===== config.mk =====
export PLATFORM = sky130hd
export DESIGN_NAME = xor_reduce_pipe
export DESIGN_NICKNAME = d
export VERILOG_FILES = /design/src/rtl/xor_reduce_pipe.sv
export SDC_FILE = /design/constraint.sdc
export NUM_CORES = 1
export LEC_CHECK = 0
export BUFFER_PORTS_ARGS = -buffer_cell sky130_fd_sc_hd__buf_2
export CAP_MARGIN = 20
export CORE_ASPECT_RATIO = 1.75
export CORE_MARGIN = 2
export CORE_UTILIZATION = 51
export DETAILED_ROUTE_END_ITERATION = 12
export PLACE_DENSITY = 0.74
export REMOVE_ABC_BUFFERS = 1
export SLEW_MARGIN = 10
export SYNTH_ARGS = -nofsm -noshare
export SYNTH_HDL_FRONTEND = slang
export SYNTH_SLANG_ARGS = --single-unit

===== constraint.sdc =====
create_clock -name clk -period 1.9 [get_ports clk]
set_clock_uncertainty 0.15 [all_clocks]
set_input_delay 0.095 -clock clk [delete_from_list [all_inputs] [get_ports clk]]
set_output_delay 0.095 -clock clk [all_outputs]
set_load 0.02 [all_outputs]

===== src/rtl/xor_reduce_pipe.sv =====
// xor_reduce_pipe: pipelined XOR reduction of INPUTS lanes through a registered
// FANIN-ary tree, followed by an output/accumulator stage with valid/ready flow
// control. Optional Keccak-theta mode enabled by defining XOR_REDUCE_ROTATE_EN.
module xor_reduce_pipe #(
   parameter int unsigned WIDTH  = 64,
   parameter int unsigned INPUTS = 5,
   parameter int unsigned FANIN  = 2
) (
   input  logic                      clk,
   input  logic                      rst_n,
   input  logic                      in_valid,
   output logic                      in_ready,
   input  logic [INPUTS*WIDTH-1:0]   in_data,
   input  logic                      in_accum,
   input  logic                      in_last,
   output logic                      out_valid,
   input  logic                      out_ready,
   output logic [WIDTH-1:0]          out_data
);

   // Number of registered tree levels: ceil(log_FANIN(INPUTS)).
   function automatic int unsigned calc_stages();
      int unsigned n;
      int unsigned s;
      n = INPUTS;
      s = 0;
      for (int unsigned i = 0; i < 16; i++) begin
         if (n > 1) begin
            n = (n + FANIN - 1) / FANIN;
            s++;
         end
      end
      return s;
   endfunction

   // Live node count in registered level lvl (0 = first register level).
   function automatic int unsigned nodes_at(int unsigned lvl);
      int unsigned n;
      n = INPUTS;
      for (int unsigned i = 0; i < 16; i++) begin
         if (i <= lvl) n = (n + FANIN - 1) / FANIN;
      end
      return n;
   endfunction

   localparam int unsigned STAGES = calc_stages();
   localparam int unsigned SPAN   = INPUTS * FANIN;

   logic [WIDTH-1:0]  lvl     [STAGES][SPAN];
   logic [WIDTH-1:0]  node_d  [STAGES][INPUTS];
   logic [WIDTH-1:0]  node_q  [STAGES][INPUTS];
   logic [STAGES-1:0] tag_vld_q;
   logic [STAGES-1:0] tag_acc_q;
   logic [STAGES-1:0] tag_lst_q;

   logic [WIDTH-1:0]  t_cur;
   logic [WIDTH-1:0]  t_val;
   logic [WIDTH-1:0]  out_data_q, out_data_d;
   logic              out_valid_q, out_valid_d;
   logic [WIDTH-1:0]  sum_q, sum_d;
   logic              en;

   assign en        = !out_valid_q || out_ready;
   assign in_ready  = en;
   assign out_valid = out_valid_q;
   assign out_data  = out_data_q;
   assign t_cur     = node_q[STAGES-1][0];

   // Tree level inputs are zero-padded to SPAN so every node reads FANIN slots;
   // unused slots contribute zero to the XOR.
   always_comb begin
      lvl    = '{default: '0};
      node_d = '{default: '0};
      for (int unsigned k = 0; k < INPUTS; k++) begin
         lvl[0][k] = in_data[k*WIDTH +: WIDTH];
      end
      for (int unsigned s = 1; s < STAGES; s++) begin
         for (int unsigned j = 0; j < INPUTS; j++) begin
            lvl[s][j] = node_q[s-1][j];
         end
      end
      for (int unsigned s = 0; s < STAGES; s++) begin
         for (int unsigned j = 0; j < INPUTS; j++) begin
            if (j < nodes_at(s)) begin
               for (int unsigned f = 0; f < FANIN; f++) begin
                  node_d[s][j] = node_d[s][j] ^ lvl[s][j*FANIN+f];
               end
            end
         end
      end
   end

   // Tree registers and side-band tags advance together, only when enabled.
   always_ff @(posedge clk or negedge rst_n) begin
      if (!rst_n) begin
         node_q    <= '{default: '0};
         tag_vld_q <= '0;
         tag_acc_q <= '0;
         tag_lst_q <= '0;
      end else if (en) begin
         node_q       <= node_d;
         tag_vld_q[0] <= in_valid;
         tag_acc_q[0] <= in_accum;
         tag_lst_q[0] <= in_last;
         for (int unsigned s = 1; s < STAGES; s++) begin
            tag_vld_q[s] <= tag_vld_q[s-1];
            tag_acc_q[s] <= tag_acc_q[s-1];
            tag_lst_q[s] <= tag_lst_q[s-1];
         end
      end
   end

`ifdef XOR_REDUCE_ROTATE_EN
   logic [WIDTH-1:0] tprev_q, tprev_d;

   // Previous in-group tree value; cleared when a group closes.
   always_comb begin
      tprev_d = tprev_q;
      if (en && tag_vld_q[STAGES-1] && tag_acc_q[STAGES-1]) begin
         tprev_d = tag_lst_q[STAGES-1] ? '0 : t_cur;
      end
   end

   // Previous-T register for theta mode.
   always_ff @(posedge clk or negedge rst_n) begin
      if (!rst_n) tprev_q <= '0;
      else        tprev_q <= tprev_d;
   end

   // Theta value: rotl(T,1), folded with the previous in-group T for group beats.
   always_comb begin
      t_val = (t_cur << 1) | (t_cur >> (WIDTH-1));
      if (tag_acc_q[STAGES-1]) t_val = t_val ^ tprev_q;
   end
`else
   // Pure XOR mode: the tree result is used unchanged.
   always_comb begin
      t_val = t_cur;
   end
`endif

   // Output/accumulator stage next-state; in_last is only honoured on group beats.
   always_comb begin
      out_data_d  = out_data_q;
      out_valid_d = out_valid_q;
      sum_d       = sum_q;
      if (en) begin
         if (!tag_vld_q[STAGES-1]) begin
            out_valid_d = 1'b0;
         end else if (!tag_acc_q[STAGES-1]) begin
            out_data_d  = t_val;
            out_valid_d = 1'b1;
         end else if (!tag_lst_q[STAGES-1]) begin
            sum_d       = sum_q ^ t_val;
            out_valid_d = 1'b0;
         end else begin
            out_data_d  = sum_q ^ t_val;
            out_valid_d = 1'b1;
            sum_d       = '0;
         end
      end
   end

   // Output/accumulator state registers.
   always_ff @(posedge clk or negedge rst_n) begin
      if (!rst_n) begin
         out_data_q  <= '0;
         out_valid_q <= 1'b0;
         sum_q       <= '0;
      end else begin
         out_data_q  <= out_data_d;
         out_valid_q <= out_valid_d;
         sum_q       <= sum_d;
      end
   end

endmodule


Word level (Yosys, flattened, before mapping)
Index checks and enable logic that the tools add are counted.
Storage, ports and cells
  word-level logic and storage cells: 28
  output and inout bits: 66
  flip-flop bits (word level): 522
  input port bits: 326
Operators by class
  bitwise gates (word level): 5
  reductions and logical operators: 4
  equal/unequal tests: 1
  multiplexer cells: 6
Operators by type and width (count)
  64-bit bitwise XOR: 5
  64-bit two-way mux: 3
  3-bit AND reduction: 2
  1-bit two-way mux: 3
  2-bit by 1-bit inequality test with 1-bit output (second input constant): 1
  1-bit zero test: 1
  1-bit logical OR: 1

Logic depth before layout (Yosys ltp)
Gate-level depths: netlist (run 1).
  word-level depth: 3
  mapped depth: 8

Worst setup path after synthesis (run 1)
No wires, ideal clock.
  path type: reg-to-reg
  start: register out_valid_q (netlist: out_valid)
  end: register out_data_q[10] (netlist: out_data[10])
  arrival time: 1.654 ns
  path buffers: 2
  setup slack: -0.029 ns
  stages on the path, launching flop included: 6
  setup time: 0.125 ns
  data required time: 1.625 ns
  cell sequence: dfrtp_1 nor2b_2 buf_4 nor3_4 buf_4 mux2_2
Between the ends
  word-level cells in the longest chain between the ends: 3
RTL lines
  start: declaration: RTL line 59  | logic out_valid_q, out_valid_d;
  start signal: assignment: RTL line 172  | out_valid_q <= out_valid_d;
  1-bit zero test: RTL line 63  | assign en = !out_valid_q || out_ready;
  1-bit logical OR: RTL line 63
  3-bit AND reduction (no source line)
  end signal: assignment: RTL line 171  | out_data_q <= out_data_d;
  end: declaration: RTL line 58  | logic [WIDTH-1:0] out_data_q, out_data_d;
Every way passes these cells.
A chain may end at the register's enable or synchronous reset.

Final worst setup path (run 1)
  start: register out_valid_q (netlist: out_valid)
  end: register out_data_q[60] (netlist: out_data[60])
Same word-level chain as after synthesis.

==> results of run 1 <==
layout make-up:
| cell class | count | area [sq um] | share of cell area, % |
|---|---|---|---|
| clock buffers | 67 | 1393 | 4.488 |
| repair buffers | 778 | 6183 | 19.93 |
| flip-flops and latches | 522 | 13070 | 42.12 |
| clock inverters | 18 | 187.7 | 0.6048 |
| inverters | 2 | 10.01 | 0.03226 |
| diodes | 2 | 5.005 | 0.01613 |
| multi-input cells | 1697 | 9460 | 30.49 |
| well taps | 577 | 721.9 | 2.326 |
final timing paths:
kind,end,slack [ps],cells past startpoint
setup / recovery,out_data[60],30,6
hold reg to reg,lvl[1135],320,2
max in group asynchronous,lvl[541],470,3
hold / removal,out_data[57],10,3
setup reg to reg,out_data[60],30,6
min in group clk,lvl[1124],120,4
sequential cells by signal, summed over array words and instances, names as in the netlist:
name and flops:
tag_lst_q 3, t_cur 64, lvl 320, tag_acc_q 3
out_valid 1, out_data 64, tag_vld_q 3, sum_q 64
cells by family after synthesis:
| family | Yosys count | share of synthesized area [%] |
|---|---|---|
| multiplexers | 64 | 3.120 |
| XOR/XNOR | 320 | 12.13 |
| AND/OR/NAND/NOR | 927 | 16.54 |
| flip-flops | 522 | 56.55 |
| buffers and inverters | 135 | 2.600 |
| AO/OA/AOI/OAI | 386 | 9.056 |
power groups by stage:
| stage | Sequential (uW) | Clock (uW) | Combinational (uW) |
|---|---|---|---|
| final | 19500 | 9750 | 17800 |
| after global routing | 20100 | 10300 | 19700 |
| after CTS | 19300 | 9910 | 17200 |
| after detailed placement | 19500 | 0 | 16200 |
| after global placement | 19100 | 0 | 15500 |
| after floorplan | 17800 | 0 | 6800 |
synthesized netlist by cell type (all sizes together):
| cell type | instances | share of area [%] |
|---|---|---|
| nand3 | 1 | 0.043 |
| dfrtp | 522 | 57 |
| xnor2 | 320 | 12 |
| inv | 2 | 0.032 |
| nor2b | 2 | 0.065 |
| o21ai | 322 | 7.0 |
| clkbuf | 66 | 1.1 |
| buf | 67 | 1.5 |
| nor3 | 1 | 0.070 |
| nand2 | 795 | 13 |
| mux2 | 64 | 3.1 |
| o211ai | 64 | 2.1 |
| or3b | 63 | 2.4 |
| nor2 | 65 | 1.1 |
metal layers:
metal  up-vias  part of all wire, %  global-route usage (%)
li1       8994                    -                       -
met1      9578                   35                   30.02
met2       767                   52                   49.78
met3       327                  5.6                   5.307
met4         0                  7.4                   18.09
met5         -                    0                       0
per-stage QoR:
stage	hold slack (ps)	instance area (sq um)	power (uW)
final	11.44	31030	47100
after global routing	23.74	31030	50110
after CTS	0.4243	30830	46450
after detailed placement	-182.5	25870	35690
after global placement	-187.6	25870	34590
after floorplan	-350.6	22510	24560
placed cells by master, fill, tap and decap left out, drive strengths merged, types with 2 or more instances in the layout:
cell type and n:
nand2 795, dfrtp 522, buf 443, dlygate4sd3 328, o21ai 322, xnor2 320
clkbuf 72, nor2 65, o211ai 64, mux2 64, or3b 63, clkinv 11
bufinv 3, clkinvlp 3, inv 3, diode 2, bufbuf 2, nor2b 2
repair_timing:
action	in CTS	in global routing
setup endpoints to repair	1	138
endpoints found under the hold margin	719	0
hold buffers	328	0
gates cloned	2	5
setup buffers	3	2
resized for setup	1	12
worst max-delay path: stages (launching register included):
cell and delay, ps:
dfrtp_1 380, nor2b_4 150, buf_6 120, nor3_4 240, buf_6 180, clkbuf_16 180, mux2_2 340
==> impl_metrics.env, run 1 <==
export IMPL_period_minus_slack_ps=1870
export IMPL_cap_violations=0
export IMPL_rsz0062_at_grt="yes"
export IMPL_totalWireLength_um=66060
export IMPL_setup_slack_ps=29.57
export IMPL_ir_drop_uv=1014
export IMPL_required_ps=2200
export IMPL_tns_ps=0
export IMPL_initial_core_util_pct=51.36
export IMPL_synth_area_sq_um=23100
export IMPL_status="completed"
export IMPL_internal_power_uw=29690
export IMPL_end_kind="flop"
export IMPL_rows=103
export IMPL_area_delta_synth_final_pct=34.34
export IMPL_synth_seq_area_share_pct=56.55
export IMPL_die_h_um=285.5
export IMPL_crit_type="reg2reg"
export IMPL_pre_cts_slack_ps=60.85
export IMPL_startpoint="out_valid"
export IMPL_drt_iter0_markers=1491
export IMPL_worstPathArrival_ps=2170
export IMPL_tightest_slew_ps=713.7
export IMPL_hold_viol=0
export IMPL_clk_latency_ps=570
export IMPL_grt_pass1_vias=21000
export IMPL_clockRootBuffer="clkbuf_16"
export IMPL_p_comb_share_pct=37.9
export IMPL_drt_first_pass_iters=5
export IMPL_switching_share_pct=36.97
export IMPL_grt_max_degree=115
export IMPL_hold_path_class="in2async"
export IMPL_synthCells=2354
export IMPL_leakagePower_uw=0.01372
export IMPL_post_route_util_pct=69.00
export IMPL_grt_ovfl_total=0
export IMPL_timing_slew_headroom_pct=52.26
export IMPL_core_area_sq_um=44980
export IMPL_seqPwrFrac_pct=41.4
export IMPL_drive_gt1_share_pct=21.37
export IMPL_cts_htree_levels=2
export IMPL_dpl_hpwl_um=34420
export IMPL_ant_nets=0
export IMPL_reg2reg_from="out_valid"
export IMPL_antenna_found_initial=2
export IMPL_finalSetupViolations=0
export IMPL_ys_ff_latch=522
export IMPL_period_share_pct=98.44
export IMPL_p_per_area_nw_per_um2=1518
export IMPL_cts_buffers_inserted=47
export IMPL_vias=19670
export IMPL_wire_per_inst_um=18.03
export IMPL_startpoint_type="flop"
export IMPL_fillers=3069
export IMPL_synth_cell_types=19
export IMPL_yosys_warnings=0
export IMPL_syn_area_per_cell_sq_um=9.813
export IMPL_path_clk_slew_ps=70
export IMPL_power_frac_clock_pct=20.7
export IMPL_die_x_um=164.9
export IMPL_via_per_inst=5.369
export IMPL_cts_sinks=522
export IMPL_drv_slew=0
export IMPL_switchingPower_uw=17410
export IMPL_fin_cells=3663
export IMPL_cts_tree="built"
export IMPL_ioPinCount=392
export IMPL_place_congestion=0.7674
export IMPL_place_inst=3236
export IMPL_port_buffers=391
export IMPL_worst_path_max_fanout=14
export IMPL_dieArea_sq_um=47080
export IMPL_drc=0
export IMPL_grtUsageTotal_pct=28.01
export IMPL_cts_buffer_depth=3
export IMPL_fin_nets=3374
export IMPL_clock_fmax_ghz=0.5346
export IMPL_grt_pass1_wl_um=104000
(Power assumes the default switching activity.)
==> run 2, diff against run 1 <==
--- a/config.mk
+++ b/config.mk
@@ -8,7 +8,6 @@
 export BUFFER_PORTS_ARGS = -buffer_cell sky130_fd_sc_hd__buf_2
 export CAP_MARGIN = 20
 export CORE_ASPECT_RATIO = 1.75
-export CORE_MARGIN = 2
 export CORE_UTILIZATION = 51
 export DETAILED_ROUTE_END_ITERATION = 12
 export PLACE_DENSITY = 0.74
==> run 2 against run 1 <==
  * Non-clock buffer count shrank 1
  * Wire length down 1.9%
  * Via count is 0.87% lower
  * Register-to-register slack gained 20 ps
  * First-iteration DRC count decreased by 9.1%
  * Flip-flop and latch count unchanged
  * Final area barely moved
  * Clock-buffer cell count grew 5
  * Highest routed layer unchanged
==> impl_metrics.env, run 2 (synthesis results as in run 1) <==
export IMPL_cts_tree="built"
export IMPL_ioPinCount=392
export IMPL_drive_gt1_share_pct=21.43
export IMPL_worstPathArrival_ps=2150
export IMPL_core_area_sq_um=44410
export IMPL_port_buffers=391
export IMPL_required_ps=2200
export IMPL_switchingPower_uw=17430
export IMPL_die_x_um=162.9
export IMPL_dieArea_sq_um=46180
export IMPL_period_share_pct=97.17
export IMPL_rows=102
export IMPL_cts_htree_levels=2
export IMPL_drt_iter0_markers=1355
export IMPL_crit_type="reg2reg"
export IMPL_fin_nets=3373
export IMPL_drv_slew=0
export IMPL_seqPwrFrac_pct=41.4
export IMPL_startpoint_type="flop"
export IMPL_fin_cells=3659
export IMPL_ir_drop_uv=1026
export IMPL_ant_nets=0
export IMPL_hold_path_class="in2reg"
export IMPL_cap_violations=0
export IMPL_p_comb_share_pct=37.8
export IMPL_grt_ovfl_total=0
export IMPL_power_frac_clock_pct=20.8
export IMPL_period_minus_slack_ps=1846
export IMPL_place_area_sq_um=25870
export IMPL_finalSetupViolations=0
export IMPL_area_delta_synth_final_pct=34.28
export IMPL_largest_register_ffs=320
export IMPL_status="completed"
export IMPL_setup_slack_ps=53.72
export IMPL_grt_max_degree=101
export IMPL_die_h_um=283.5
export IMPL_worst_path_max_fanout=13
export IMPL_final_area_sq_um=31020
export IMPL_initial_core_util_pct=52.01
export IMPL_final_cell_mix="nand2_1 (793), dfrtp_1 (520), buf_2 (389)"
export IMPL_drc=0
export IMPL_totalWireLength_um=64800
export IMPL_clockRootBuffer="clkbuf_16"
export IMPL_place_inst=3231
export IMPL_cts_sinks=522
export IMPL_drt_first_pass_iters=7
export IMPL_leakagePower_uw=0.01372
export IMPL_grt_pass1_vias=20730
export IMPL_antenna_found_initial=2
export IMPL_tightest_slew_ps=613.6
export IMPL_pre_cts_slack_ps=74.97
export IMPL_timing_slew_headroom_pct=59.09
export IMPL_wire_per_inst_um=17.71
export IMPL_hold_viol=0
export IMPL_grt_pass1_wl_um=101800
export IMPL_grtUsageTotal_pct=27.76
export IMPL_place_congestion=0.7548
export IMPL_clk_latency_ps=570
export IMPL_p_per_area_nw_per_um2=1522
export IMPL_rsz0062_at_grt="yes"
export IMPL_post_route_util_pct=69.84
export IMPL_end_kind="flop"
export IMPL_cts_buffers_inserted=47
export IMPL_via_per_inst=5.328
export IMPL_layout_commonest_cell="nand2_1"
export IMPL_path_clk_slew_ps=70
export IMPL_dpl_hpwl_um=33990
export IMPL_clock_fmax_ghz=0.5416
export IMPL_cts_buffer_depth=3
export IMPL_switching_share_pct=36.92
export IMPL_internal_power_uw=29770
export IMPL_vias=19500
## run 2: repair_timing
action	in CTS	in global routing
setup buffers	2	5
resized for setup	4	19
endpoints found under the hold margin	717	0
gates cloned	2	5
setup endpoints to repair	1	94
pin swaps	0	1
hold buffers	325	0
## run 2: power by group through the flow
stage | clock network [uW] | registers [uW] | logic, uW
2_1_floorplan | 0 | 17800 | 6800
3_3_place_gp | 0 | 19100 | 15500
3_5_place_dp | 0 | 19500 | 16200
4_1_cts | 9990 | 19300 | 17200
5_1_grt | 10400 | 20000 | 19700
6_report | 9830 | 19500 | 17900
## run 2: metrics by stage
step / TNS [ps] / hold WS [ps] / total power, uW
3_3_place_gp: 0 / -117.2 / 34680
5_1_grt: -329.7 / 86.75 / 50160
2_1_floorplan: -7594490 / -350.6 / 24560
4_1_cts: 0 / 36.81 / 46510
3_5_place_dp: 0 / -115.6 / 35720
6_report: 0 / 78.80 / 47200
## run 2: final timing paths
path / start / end / slack, ps / cells after the start
worst max-delay path: out_valid / out_data[27] / 50 / 6
worst min-delay path: out_ready / lvl[556] / 80 / 6
worst max register to register: out_valid / out_data[27] / 50 / 6
worst min register to register: lvl[1099] / lvl[523] / 320 / 2
max in group asynchronous: rst_n / lvl[563] / 1020 / 3
min in group asynchronous: rst_n / lvl[1112] / 140 / 3
## run 2: layout make-up
class,instances,area (sq um)
fill,2988,13390
sequential,522,13070
multi-input combinational,1697,9458
timing repair buffer,777,6160
clock buffer,72,1421
tap,572,715.7
clock inverter,15,173.9
inverter,2,15.01
antenna,2,5.005
## run 2: worst max-delay path: stages, from the launching register on
cell and delay (ps):
dfrtp_1 380, nor2b_4 130, buf_4 160, nor3_4 200
buf_4 170, buf_12 160, mux2_2 360
## run 2: layer usage
metal / global-route usage (%) / part of all wire [%] / wire length (um) / vias up
li1: - / - / - / 8998
met2: 49.98 / 52 / 33860 / 703
met3: 4.560 / 5.2 / 3380 / 283
met1: 29.49 / 36 / 23110 / 9511
met5: 0 / 0 / 0 / -
met4: 17.99 / 6.9 / 4448 / 0
